$ cat config.mk
export PLATFORM = sky130hd
export DESIGN_NAME = adder_tree_pipe
export DESIGN_NICKNAME = d
export VERILOG_FILES = /design/src/rtl/adder_tree_pkg.sv /design/src/rtl/adder_tree_level.sv /design/src/rtl/adder_tree_pipe.sv
export SDC_FILE = /design/constraint.sdc
export NUM_CORES = 1
export LEC_CHECK = 0
export BUFFER_PORTS_ARGS = -buffer_cell sky130_fd_sc_hd__buf_4
export CORE_ASPECT_RATIO = 0.9
export CORE_MARGIN = 3
export CORE_UTILIZATION = 55
export CTS_CLUSTER_SIZE = 10
export DETAILED_ROUTE_END_ITERATION = 8
export PLACE_DENSITY = 0.75
export SLEW_MARGIN = 20
export SYNTH_ARGS = -nofsm -noshare
export SYNTH_HDL_FRONTEND = slang
export SYNTH_SLANG_ARGS = --single-unit
$ cat constraint.sdc
create_clock -name clk -period 3.4 [get_ports clk]
set_input_delay 0.17 -clock clk [delete_from_list [all_inputs] [get_ports clk]]
set_output_delay 0.17 -clock clk [all_outputs]
set_load 0.01 [all_outputs]
$ cat src/rtl/adder_tree_pkg.sv
// Shared helpers for the pipelined adder tree: size functions and pipe sideband type.
package adder_tree_pkg;

    // Ceiling log2 for n >= 1 (returns 0 for n == 1).
    function automatic int clog2(input int n);
        int r;
        r = 0;
        while ((1 << r) < n) r++;
        return r;
    endfunction

    // Full-precision result width; accumulation adds headroom bits on top of the tree growth.
    function automatic int out_width(input int width, input int n, input int accum, input int acc_extra);
        return width + clog2(n) + ((accum != 0) ? acc_extra : 0);
    endfunction

    // Register stages: the input register plus one after every stride levels and after the last level.
    function automatic int n_stages(input int n, input int stride);
        int lv;
        lv = clog2(n);
        return 1 + (lv + stride - 1) / stride;
    endfunction

    // Per-stage control that travels alongside the operand data.
    typedef struct packed {
        logic vld;
        logic last;
    } side_t;

endpackage

$ cat src/rtl/adder_tree_level.sv
// One combinational tree level: pairs of W-bit operands summed into W+1 bits.
// An odd trailing operand is passed through (extended), which equals adding a zero pad.
module adder_tree_level #(
    parameter int M      = 2,
    parameter int W      = 8,
    parameter int SIGNED = 0,
    localparam int MO    = (M + 1) / 2
) (
    input  logic [M*W-1:0]      i_d,
    output logic [MO*(W+1)-1:0] o_d
);
    localparam logic SX = (SIGNED != 0);

    for (genvar j = 0; j < MO; j++) begin : g_node
        logic [W:0] w_a;
        logic [W:0] w_b;

        assign w_a = {SX & i_d[2*j*W + W-1], i_d[2*j*W +: W]};

        if (2*j + 1 < M) begin : g_pair
            assign w_b = {SX & i_d[(2*j+1)*W + W-1], i_d[(2*j+1)*W +: W]};
        end else begin : g_odd
            assign w_b = '0;
        end

        // W+1 bits always hold the exact sum of two W-bit operands of either signedness.
        assign o_d[j*(W+1) +: W+1] = w_a + w_b;
    end

endmodule

$ cat src/rtl/adder_tree_pipe.sv
// Pipelined N-input adder tree with a single global advance and optional multi-beat accumulation.
module adder_tree_pipe
    import adder_tree_pkg::*;
#(
    parameter int WIDTH      = 32,
    parameter int N_INPUTS   = 8,
    parameter int REG_STRIDE = 1,
    parameter int SIGNED     = 0,
    parameter int ACCUM      = 0,
    parameter int ACC_EXTRA  = 8,
    localparam int OUT_W     = out_width(WIDTH, N_INPUTS, ACCUM, ACC_EXTRA)
) (
    input  logic                      clk,
    input  logic                      rst_n,
    input  logic                      in_valid,
    output logic                      in_ready,
    input  logic [N_INPUTS*WIDTH-1:0] in_data,
    input  logic                      in_last,
    output logic                      out_valid,
    input  logic                      out_ready,
    output logic [OUT_W-1:0]          out_sum,
    output logic                      out_ovf
);
    localparam int LEVELS = clog2(N_INPUTS);
    localparam int S      = n_stages(N_INPUTS, REG_STRIDE);
    localparam int TREE_W = WIDTH + LEVELS;

    logic                      w_adv;
    side_t                     w_side_in;
    side_t [S-1:0]             r_vld_pipe;
    logic [N_INPUTS*WIDTH-1:0] r_in;
    logic [TREE_W-1:0]         w_tree;

    // The whole pipe moves together; it only stops when a result is parked at the output.
    assign w_adv     = ~out_valid | out_ready;
    assign in_ready  = w_adv;
    assign w_side_in = '{vld: in_valid, last: in_last};

    // Valid/last sideband shift register, one entry per data register stage.
    always_ff @(posedge clk or negedge rst_n) begin
        if (!rst_n)     r_vld_pipe <= '0;
        else if (w_adv) r_vld_pipe <= {r_vld_pipe[S-2:0], w_side_in};
    end

    // Stage 0: operand input register.
    always_ff @(posedge clk or negedge rst_n) begin
        if (!rst_n)     r_in <= '0;
        else if (w_adv) r_in <= in_data;
    end

    for (genvar k = 0; k < LEVELS; k++) begin : g_lvl
        localparam int MK  = (N_INPUTS + (1 << k) - 1) >> k;
        localparam int MO  = (MK + 1) / 2;
        localparam int WK  = WIDTH + k;
        localparam bit REG = (((k + 1) % REG_STRIDE) == 0) || (k == LEVELS - 1);

        logic [MK*WK-1:0]     w_src;
        logic [MO*(WK+1)-1:0] w_sum;
        logic [MO*(WK+1)-1:0] w_q;

        if (k == 0) begin : g_src0
            assign w_src = r_in;
        end else begin : g_srcn
            assign w_src = g_lvl[k-1].w_q;
        end

        adder_tree_level #(
            .M      (MK),
            .W      (WK),
            .SIGNED (SIGNED)
        ) u_level (
            .i_d (w_src),
            .o_d (w_sum)
        );

        if (REG) begin : g_reg
            logic [MO*(WK+1)-1:0] r_q;

            // Pipeline register closing this group of levels.
            always_ff @(posedge clk or negedge rst_n) begin
                if (!rst_n)     r_q <= '0;
                else if (w_adv) r_q <= w_sum;
            end

            assign w_q = r_q;
        end else begin : g_comb
            assign w_q = w_sum;
        end
    end

    // The last level always reduces to a single registered sum.
    assign w_tree = g_lvl[LEVELS-1].w_q;

    if (ACCUM != 0) begin : g_acc
        logic [OUT_W-1:0] r_acc;
        logic [OUT_W-1:0] r_sum;
        logic             r_mid;
        logic             r_stk;
        logic             r_ovf;
        logic             r_vld;
        logic [OUT_W-1:0] w_ext;
        logic [OUT_W-1:0] w_base;
        logic [OUT_W-1:0] w_next;
        logic             w_carry;
        logic             w_ovf_add;
        logic             w_stk;

        assign w_ext  = (SIGNED != 0) ? OUT_W'($signed(w_tree)) : OUT_W'(w_tree);
        // r_mid clear means the next beat opens a group, so the stale accumulator is ignored.
        assign w_base = r_mid ? r_acc : '0;
        assign w_stk  = r_mid & r_stk;
        assign {w_carry, w_next} = {1'b0, w_base} + {1'b0, w_ext};
        assign w_ovf_add = (SIGNED != 0)
                         ? ((w_base[OUT_W-1] == w_ext[OUT_W-1]) && (w_next[OUT_W-1] != w_base[OUT_W-1]))
                         : w_carry;

        // Accumulate tree sums per group; only the closing beat produces a result.
        always_ff @(posedge clk or negedge rst_n) begin
            if (!rst_n) begin
                r_acc <= '0;
                r_sum <= '0;
                r_mid <= 1'b0;
                r_stk <= 1'b0;
                r_ovf <= 1'b0;
                r_vld <= 1'b0;
            end else if (w_adv) begin
                r_vld <= 1'b0;
                if (r_vld_pipe[S-1].vld) begin
                    if (r_vld_pipe[S-1].last) begin
                        r_sum <= w_next;
                        r_ovf <= w_stk | w_ovf_add;
                        r_vld <= 1'b1;
                        r_mid <= 1'b0;
                    end else begin
                        r_acc <= w_next;
                        r_stk <= w_stk | w_ovf_add;
                        r_mid <= 1'b1;
                    end
                end
            end
        end

        assign out_valid = r_vld;
        assign out_sum   = r_sum;
        assign out_ovf   = r_ovf;
    end else begin : g_noacc
        logic w_unused_last;

        assign w_unused_last = r_vld_pipe[S-1].last;
        assign out_valid     = r_vld_pipe[S-1].vld;
        assign out_sum       = w_tree;
        assign out_ovf       = 1'b0;
    end

endmodule
==> flow_metrics.tcl, run 1 <==
set metrics [dict create \
    fillers 4005 \
    drt-vias-per-instance 5.66 \
    antenna_found_initial 3 \
    cp_max_fo 3 \
    htreeDepth 2 \
    multi_input_area_sq_um 16200 \
    synth_ff_type "dfrtp_1" \
    status "completed" \
    whs_ps 139 \
    ys_ff_latch 495 \
    max_slew_margin_pct 26.1 \
    crit_required_ps 3940 \
    synth_fp_nets 3951 \
    grt-ovfl-total 0 \
    worstSetupPathType "flip-flop to flip-flop" \
    die_h_microns 225 \
    cp-start-kind "flip-flop" \
    synth-compound-area-share_pct 18.3 \
    place_congestion 0.907 \
    design.core.area_sq_um 52200 \
    crit_chain "ha_1 > inv_1 > fa_1 > nor2b_1 > o31ai_1 > a211oi_2 > o311ai_1 > buf_4 > a2111oi_1 > buf_4 > o2bb2ai_1 > a311oi_1 > xor2_1 > o21ai_0" \
    p_sw_w 0.0178 \
    hold_path_class "input port to flip-flop" \
    final_core_util_pct 69.9 \
    finClkSkew_ps 15.8 \
    drt_iter0_markers 2173 \
    ys_seq_area_share_pct 42.3 \
    fp-row-count 79 \
    worst_pin_slew_ps 1110 \
    register_area_sq_um 12400 \
    power_switching_share_pct 45.7 \
    combPwrFrac_pct 59.4 \
    crit_path_top_delay_cell "fa_1" \
    p_clk_share_pct 14.1 \
    final_cell_mix "nand2_1, dfrtp_1, buf_4" \
    dp.cells 4335 \
    cts_tree "built" \
    timing.max_cap.violations 0 \
    cp.arrival_ps 3750 \
    power.leakage_nw 17.9 \
    io-pin-count 299 \
    synth_top_family_by_area "simple AND/OR/NAND/NOR gates" \
    first_global_vias 25250 \
    async_reset_ff_share_pct 100 \
    grt_first_pass_wirelength_microns 132000 \
    dieArea_sq_um 56000 \
    min_period_ps 3210 \
    start_util_pct 56.1 \
    setup_violations 0 \
    setup_tns_ps 0 \
    yosysUniqueCellTypes 81 \
    synth_cells 3455 \
    yosys.area_share.adder_pct 10.2 \
    clk_latency_ps 630 \
    internal_power_w 0.0212 \
    final_common_cell "nand2_1" \
    first_pass_iters 5 \
    syn_avg_cell_area_sq_um 8.47 \
    grtUsageTotal_pct 29.1 \
    cts.sinks 495 \
    max_stage_delay_ps 420 \
    maxSlewViolCount 0 \
    synthMuxAreaShare_pct 0.231 \
    drt_wl_total_microns 82900 \
    die_x_microns 249 \
    vias 26448 \
    p_per_area_nw_per_um2 1070 \
    ctsLongestPathBuffers 3 \
    synthSimpleGateAreaFrac_pct 21.4 \
    synth_edf_count 0 \
    cts_buffers 57 \
    areaGrowthSynthToFinish_pct 24.6 \
    path_clk_slew_ps 50 \
    io_buffer_count 296 \
    antenna_left 0 \
    crit_top_cell "buf_4" \
    rsz0062_at_grt "no" \
    drive_above_1_share_pct 10.9 \
    hpwl_microns 56600 \
    synth_area_sq_um 29300 \
    clock-root-buffer "clkbuf_16" \
    seqPwrFrac_pct 26.5 \
    endpoint_kind "flip-flop" \
    irDropWorstVdd_mv 0.598 \
    hold_violations 0 \
    synthXorXnorAreaFrac_pct 5.18 \
    nets 4460 \
    route.detailed.drc 0 \
    fmax_ghz 0.312 \
    yosys_warnings 0 \
    fin_cells 4671 \
    final.period_utilization_pct 94.3 \
    grt_max_degree 164 \
    wl_per_cell_microns 17.7 \
]
==> worst max-delay path: cells and delay by family, from the launching register on <==
kind            cells  cell delay, ps
fa+ha+maj           2             630
flops               1             350
simple gates        1             190
xor+xnor            1             150
compound gates      7            1340
buf+inv             3             440
==> cell usage after synthesis (4+ instances only) <==
master / count / area share [%]
nand2_1: 1029 / 13
dfrtp_1: 495 / 42
a21oi_1: 302 / 5.2
nor2_1: 236 / 3.0
ha_1: 228 / 9.7
o21ai_0: 176 / 3.0
clkbuf_1: 127 / 1.6
a21o_1: 114 / 2.9
xor2_1: 88 / 2.6
xnor2_1: 85 / 2.5
inv_1: 46 / 0.59
nand4_1: 38 / 0.81
nor3_1: 32 / 0.55
o21bai_1: 31 / 0.79
o31ai_1: 29 / 0.74
o21a_1: 26 / 0.67
a31oi_1: 25 / 0.53
nand3_1: 25 / 0.43
nor2b_1: 25 / 0.53
a211oi_1: 24 / 0.62
nand2b_1: 24 / 0.51
and3_1: 21 / 0.45
or3_1: 19 / 0.41
and2_1: 18 / 0.38
a21boi_0: 15 / 0.38
buf_1: 13 / 0.17
o211ai_1: 12 / 0.31
a2111oi_0: 9 / 0.27
o2111ai_1: 9 / 0.27
a211o_1: 7 / 0.21
a221oi_1: 7 / 0.21
fa_1: 7 / 0.48
nand3b_1: 7 / 0.18
or2_2: 7 / 0.15
nor3b_1: 6 / 0.15
and4_1: 4 / 0.12
o21ai_1: 4 / 0.068
o22ai_1: 4 / 0.085
o31a_1: 4 / 0.12
==> flip-flops by register name, summed over array words and instances (netlist names) <==
register and cells:
g_lvl.g_reg.r_q 200, g_lvl.w_src 256, out_valid 1, out_sum 35, r_vld_pipe 3
==> kinds of logic (layout without fill, tap and decap cells) <==
family	count (synthesis)	count (layout)
simple gates	1507	1507
compound gates	851	851
flops	495	495
fa+ha+maj	235	235
buf+inv	187	712
xor+xnor	173	173
mux	6	6
other cells	1	4
==> power by group through the flow <==
stage	logic [W]	registers, W	clock network, W
final	0.0232	0.0104	0.00549
after global routing	0.0257	0.0106	0.00583
after CTS	0.0228	0.0103	0.00559
after detailed placement	0.0224	0.0104	0
after global placement	0.0220	0.0103	0
after floorplan	0.0168	0.00962	0
==> path summary, 6_finish.rpt <==
check / start / slack [ps] / cells past startpoint / to
max: g_lvl[0].g_reg.r_q[0] / 190 / 14 / g_lvl[1].g_reg.r_q[32]
min: out_ready / 140 / 5 / g_lvl[1].g_reg.r_q[0]
min reg2reg: g_lvl[0].w_src[173] / 470 / 2 / g_lvl[0].w_src[173]
max reg2reg: g_lvl[0].g_reg.r_q[0] / 190 / 14 / g_lvl[1].g_reg.r_q[32]
min in group asynchronous: rst_n / 170 / 2 / g_lvl[0].w_src[217]
max in group asynchronous: rst_n / 2210 / 3 / g_lvl[0].w_src[251]
==> layer usage <==
metal,global-route usage [%],routed length [microns]
met1,42.7,38200
met2,44.2,36200
met3,5.33,5810
met4,8.94,2580
met5,0,0
==> per-stage QoR <==
step | total power, W | instance area [sq um] | setup WS [ps]
6_report | 0.0390 | 36500 | 193
5_1_grt | 0.0421 | 36500 | 4.24
4_1_cts | 0.0387 | 36400 | 59.4
3_5_place_dp | 0.0327 | 32300 | 48.9
3_3_place_gp | 0.0324 | 32300 | 145
2_1_floorplan | 0.0264 | 29300 | 519
==> timing repair <==
action | CTS | global route
gates resized for setup | 1 | 6
hold buffers | 258 | 0
endpoints found under the hold margin | 346 | 0
setup buffers | 0 | 0
endpoints found under the setup margin | 1 | 11
pin swaps | 0 | 1
==> cell type report <==
class                      instances  area share (%)
antenna                            3          0.0206
clock inverter                     4           0.134
multi-input combinational       2773            44.5
timing repair buffer             591            14.3
sequential                       495            34.0
inverter                          46           0.494
clock buffer                      71            4.22
tap                              688            2.36
(Power assumes the default switching activity.)
==> inputs of run 2 (changes only) <==
- MAX_ROUTING_LAYER: unset -> met4
==> run 2 against run 1 <==
Effect of this change: hold slack got worse by 46 ps; sequential cell count unchanged; wire length decreased by 2.2%; final area barely moved; power fell by 0.42%; sequential share of layout area barely moved; via count fell by 0.70%; non-clock buffer count is 2 lower; critical path type unchanged; critical endpoint is now g_lvl[0].g_reg.r_q[32]; highest routed layer unchanged.
==> flow_metrics.tcl, run 2 (synthesis results as in run 1) <==
set metrics [dict create \
    endpoint_kind "flip-flop" \
    largest_reg_flops 256 \
    worst_pin_slew_ps 871 \
    maxSlewViolCount 0 \
    drt_wl_total_microns 81100 \
    cp_max_fo 3 \
    cp-start-kind "flip-flop" \
    nets 4457 \
    cts_buffers 56 \
    antenna_found_initial 2 \
    finClkSkew_ps 33.7 \
    worstSetupPathType "flip-flop to flip-flop" \
    path_clk_slew_ps 50 \
    min_period_ps 3180 \
    grt_max_degree 111 \
    max_slew_margin_pct 41.2 \
    clk_latency_ps 630 \
    fmax_ghz 0.314 \
    ctsLongestPathBuffers 3 \
    start_util_pct 56.1 \
    fillers 4004 \
    finalPower_w 0.0389 \
    reg2reg_to "g_lvl[0].g_reg.r_q[32]" \
    io-pin-count 299 \
    rsz0062_at_grt "no" \
    grtUsageTotal_pct 29.7 \
    irDropWorstVdd_mv 0.631 \
    grt-ovfl-total 0 \
    status "completed" \
    power.leakage_nw 17.9 \
    first_pass_iters 5 \
    clock-root-buffer "clkbuf_16" \
    timing.max_cap.violations 0 \
    vias 26262 \
    die_h_microns 225 \
    min_delay_worst_endpoint "g_lvl[0].w_src[161]" \
    design.core.area_sq_um 52200 \
    final.period_utilization_pct 93.5 \
    fp-row-count 79 \
    cts_tree "built" \
    place_congestion 0.909 \
    antenna_left 0 \
    grt_first_pass_wirelength_microns 132000 \
    final_common_cell "nand2_1" \
    wl_per_cell_microns 17.4 \
    io_buffer_count 296 \
    final_cell_mix "nand2_1, dfrtp_1, buf_4" \
    worstHoldPathCells 5 \
    hold_violations 0 \
    rr_startpoint "g_lvl[0].w_src[0]" \
    route.detailed.drc 0 \
    first_global_vias 25370 \
    htreeDepth 2 \
    setup_tns_ps 0 \
    crit_required_ps 3890 \
    die_x_microns 249 \
    setup_violations 0 \
    p_per_area_nw_per_um2 1070 \
    areaGrowthSynthToFinish_pct 24.5 \
    drt_iter0_markers 1939 \
    cts.sinks 495 \
    hold_path_class "input port to flip-flop" \
    rrSetupSlack_ps 220 \
    drive_above_1_share_pct 10.8 \
    cp.arrival_ps 3670 \
    min_from "out_ready" \
    dieArea_sq_um 56000 \
    ff2ff_path_depth 11 \
    drt-vias-per-instance 5.63 \
    hpwl_microns 56700 \
]
-- run 2: cell types whose count changed in the layout (fill, tap and decap cells not counted), sizes merged --
| cell | change |
|---|---|
| buf | -2 |
| clkbuf | -4 |
| clkinvlp | -1 |
| diode | -1 |
-- run 2: worst max path at each step --
stage	from	to	slack, ps	cells past startpoint
2_1_floorplan	g_lvl[0].w_src[64]	g_lvl[0].g_reg.r_q[63]	520	11
3_3_place_gp	g_lvl[0].w_src[0]	g_lvl[0].g_reg.r_q[32]	160	11
3_5_place_dp	g_lvl[0].w_src[0]	g_lvl[0].g_reg.r_q[32]	100	11
4_1_cts	g_lvl[0].w_src[0]	g_lvl[0].g_reg.r_q[32]	50	11
5_1_grt	g_lvl[0].w_src[128]	g_lvl[0].g_reg.r_q[96]	30	11
6_report	g_lvl[0].w_src[0]	g_lvl[0].g_reg.r_q[32]	220	11
-- run 2: cell type report --
class | instances | area (sq um) | area share (%)
Inverter | 46 | 180 | 0.494
Timing Repair Buffer | 589 | 5260 | 14.4
Multi-Input combinational cell | 2773 | 16200 | 44.5
Clock buffer | 67 | 1480 | 4.07
Sequential cell | 495 | 12400 | 34.0
Antenna cell | 2 | 5.00 | 0.0137
Tap cell | 688 | 861 | 2.36
Clock inverter | 3 | 66.3 | 0.182
-- run 2: timing repair --
item                       CTS  global route
resized for setup            0             5
setup endpoints to repair    0             8
setup buffers                0             1
hold buffers               258             0
hold endpoints to repair   323             0
-- run 2: through the flow --
stage	worst slack [ps]	cells	utilization (%)	area, sq um	hold slack [ps]
6_report	220	4663	69.9	36500	92.6
4_1_cts	48.8	4660	69.8	36400	56.9
3_5_place_dp	102	4332	61.9	32300	203
3_3_place_gp	159	4332	61.9	32300	196
5_1_grt	30.9	4663	69.9	36500	111
2_1_floorplan	519	3455	-	29300	-126
-- run 2: per-layer routing --
layer | up-vias | part of all wire [%] | GRT usage [%]
li1 | 12897 | - | -
met1 | 12387 | 47 | 42.7
met2 | 793 | 43 | 43.0
met3 | 185 | 6.5 | 5.04
met4 | 0 | 3.1 | 9.54
met5 | - | 0 | -
-- run 2: worst max-delay path: stages, from the launching register on --
cell and delay [ps]:
dfrtp_1 380, ha_1 220, fa_1 410, a21oi_1 210, o21ai_0 180, a211oi_2 330, nor3_1 140, a22oi_2 230
o311ai_0 240, a31oi_1 310, nor2b_1 80, o41a_1 310
-- run 2: power by group --
part           internal (W)  switching (W)  leakage, nW  total (W)
sequential          0.00843        0.00191         5.84     0.0103
combinational       0.00962         0.0135         11.3     0.0231
clock               0.00303        0.00236        0.755    0.00538
total                0.0211         0.0178         17.9     0.0389
==> inputs of run 3 (changes only) <==
- CORE_ASPECT_RATIO: 0.9 -> 1.2
- REMOVE_ABC_BUFFERS: unset -> 1
==> run 3 against run 2 <==
Effect of this change: cell count rose by 0.41%; register-to-register slack got worse by 70 ps; worst setup slack got worse by 74 ps; final area barely moved; critical path type unchanged; critical endpoint is now g_lvl[0].g_reg.r_q[131].
==> flow_metrics.tcl, run 3 (synthesis results as in run 1) <==
set metrics [dict create \
    worst_pin_slew_ps 931 \
    htreeDepth 2 \
    cts_tree "built" \
    timing.max_cap.violations 0 \
    finClkSkew_ps 15.1 \
    ctsLongestPathBuffers 3 \
    io_buffer_count 296 \
    crit_required_ps 3890 \
    design.core.area_sq_um 52600 \
    ff2ff_path_depth 11 \
    min_period_ps 3250 \
    final_cell_mix "nand2_1, dfrtp_1, buf_4" \
    areaGrowthSynthToFinish_pct 24.6 \
    drt_wl_total_microns 79000 \
    antenna_found_initial 0 \
    min_delay_worst_endpoint "g_lvl[0].w_src[58]" \
    cp.arrival_ps 3740 \
    start_util_pct 55.6 \
    p_per_area_nw_per_um2 1050 \
    clock-root-buffer "clkbuf_16" \
    dieArea_sq_um 56000 \
    antenna_left 0 \
    hold_violations 0 \
    route.detailed.drc 0 \
    hold_path_class "input port to flip-flop" \
    worstHoldPathCells 5 \
    finalPower_w 0.0383 \
    cp-start-kind "flip-flop" \
    setup_violations 0 \
    die_x_microns 217 \
    drt-vias-per-instance 5.59 \
    nets 4464 \
    grt_first_pass_wirelength_microns 129000 \
    cts.sinks 495 \
    grtUsageTotal_pct 28.8 \
    status "completed" \
    first_global_vias 25530 \
    vias 26161 \
    irDropWorstVdd_mv 0.526 \
    largest_reg_flops 256 \
    io-pin-count 299 \
    design_area_sq_um 36500 \
    postCtsSetupRepairBufs 0 \
    place_congestion 0.931 \
    path_clk_slew_ps 60 \
    wl_per_cell_microns 16.9 \
    endpoint_kind "flip-flop" \
    power.leakage_nw 17.9 \
    cts_buffers 56 \
    rrSetupSlack_ps 150 \
    min_from "out_ready" \
    max_slew_margin_pct 37.9 \
    n_antenna_cell 0 \
    grt_max_degree 155 \
    die_h_microns 259 \
    grt-ovfl-total 0 \
    drive_above_1_share_pct 10.9 \
    final_common_cell "nand2_1" \
    cp_max_fo 5 \
    setup_tns_ps 0 \
    first_pass_iters 5 \
    clk_latency_ps 610 \
    worstSetupPathType "flip-flop to flip-flop" \
    placed_area_sq_um 32400 \
    fp-row-count 92 \
    rr_startpoint "g_lvl[0].w_src[192]" \
    hpwl_microns 54300 \
    final.period_utilization_pct 95.7 \
    fmax_ghz 0.307 \
    drt_iter0_markers 2167 \
    maxSlewViolCount 0 \
    reg2reg_to "g_lvl[0].g_reg.r_q[131]" \
    final_core_util_pct 69.3 \
]
run 3: cell types whose count changed in the layout (fill, tap and decap cells not counted), sizes merged:
cell,change
diode,-2
clkinv,-1
buf,+7
clkbuf,-2
run 3: cell type report:
class                   instances  area (sq um)
inverters                      46           180
flip-flops and latches        495         12400
repair buffers                596          5300
clock buffers                  65          1490
multi-input cells            2773         16200
fillers                      4075         16100
clock inverters                 2          25.0
well taps                     705           882
run 3: timing repair:
action,CTS,global route
hold endpoints to repair,357,0
resized for setup,0,6
endpoints found under the setup margin,0,7
hold buffers,258,0
run 3: worst max-delay path, stage by stage, from the launching register on:
cell and delay (ps):
dfrtp_1 380, ha_1 250, fa_1 420, a21oi_1 200, o21ai_0 150, a31oi_2 310, o21ai_1 150, nand4_1 200
nand2_1 150, a41o_1 380, a22o_1 240, o41a_1 310
run 3: worst max path at each step:
| stage | start | endpoint | slack (ps) |
|---|---|---|---|
| after detailed placement | g_lvl[0].w_src[192] | g_lvl[0].g_reg.r_q[131] | 120 |
| after global routing | g_lvl[0].w_src[0] | g_lvl[0].g_reg.r_q[30] | -60 |
| after floorplan | out_valid | out_sum[33] | -45950 |
| final | g_lvl[0].w_src[192] | g_lvl[0].g_reg.r_q[131] | 150 |
| after CTS | g_lvl[0].w_src[192] | g_lvl[0].g_reg.r_q[131] | 70 |
| after global placement | g_lvl[0].w_src[0] | g_lvl[0].g_reg.r_q[30] | 160 |
run 3: stage by stage:
stage / hold slack, ps / cells / worst slack, ps
2_1_floorplan: -126 / 3314 / -45950
3_3_place_gp: 316 / 4357 / 156
3_5_place_dp: 317 / 4357 / 120
4_1_cts: 122 / 4682 / 74.1
5_1_grt: 146 / 4682 / -57.9
6_report: 119 / 4682 / 146
run 3: power breakdown:
part           switching (W)  leakage, nW  internal [W]
sequential           0.00165         5.84       0.00843
combinational         0.0132         11.3       0.00962
clock                0.00231        0.740       0.00302
run 3: routing by layer:
| layer | up-vias | track usage, % | share of wire (%) |
|---|---|---|---|
| li1 | 12910 | - | - |
| met1 | 12366 | 36.8 | 44 |
| met2 | 689 | 46.9 | 48 |
| met3 | 196 | 3.40 | 4.5 |
| met4 | 0 | 11.7 | 4.2 |
| met5 | - | - | 0 |
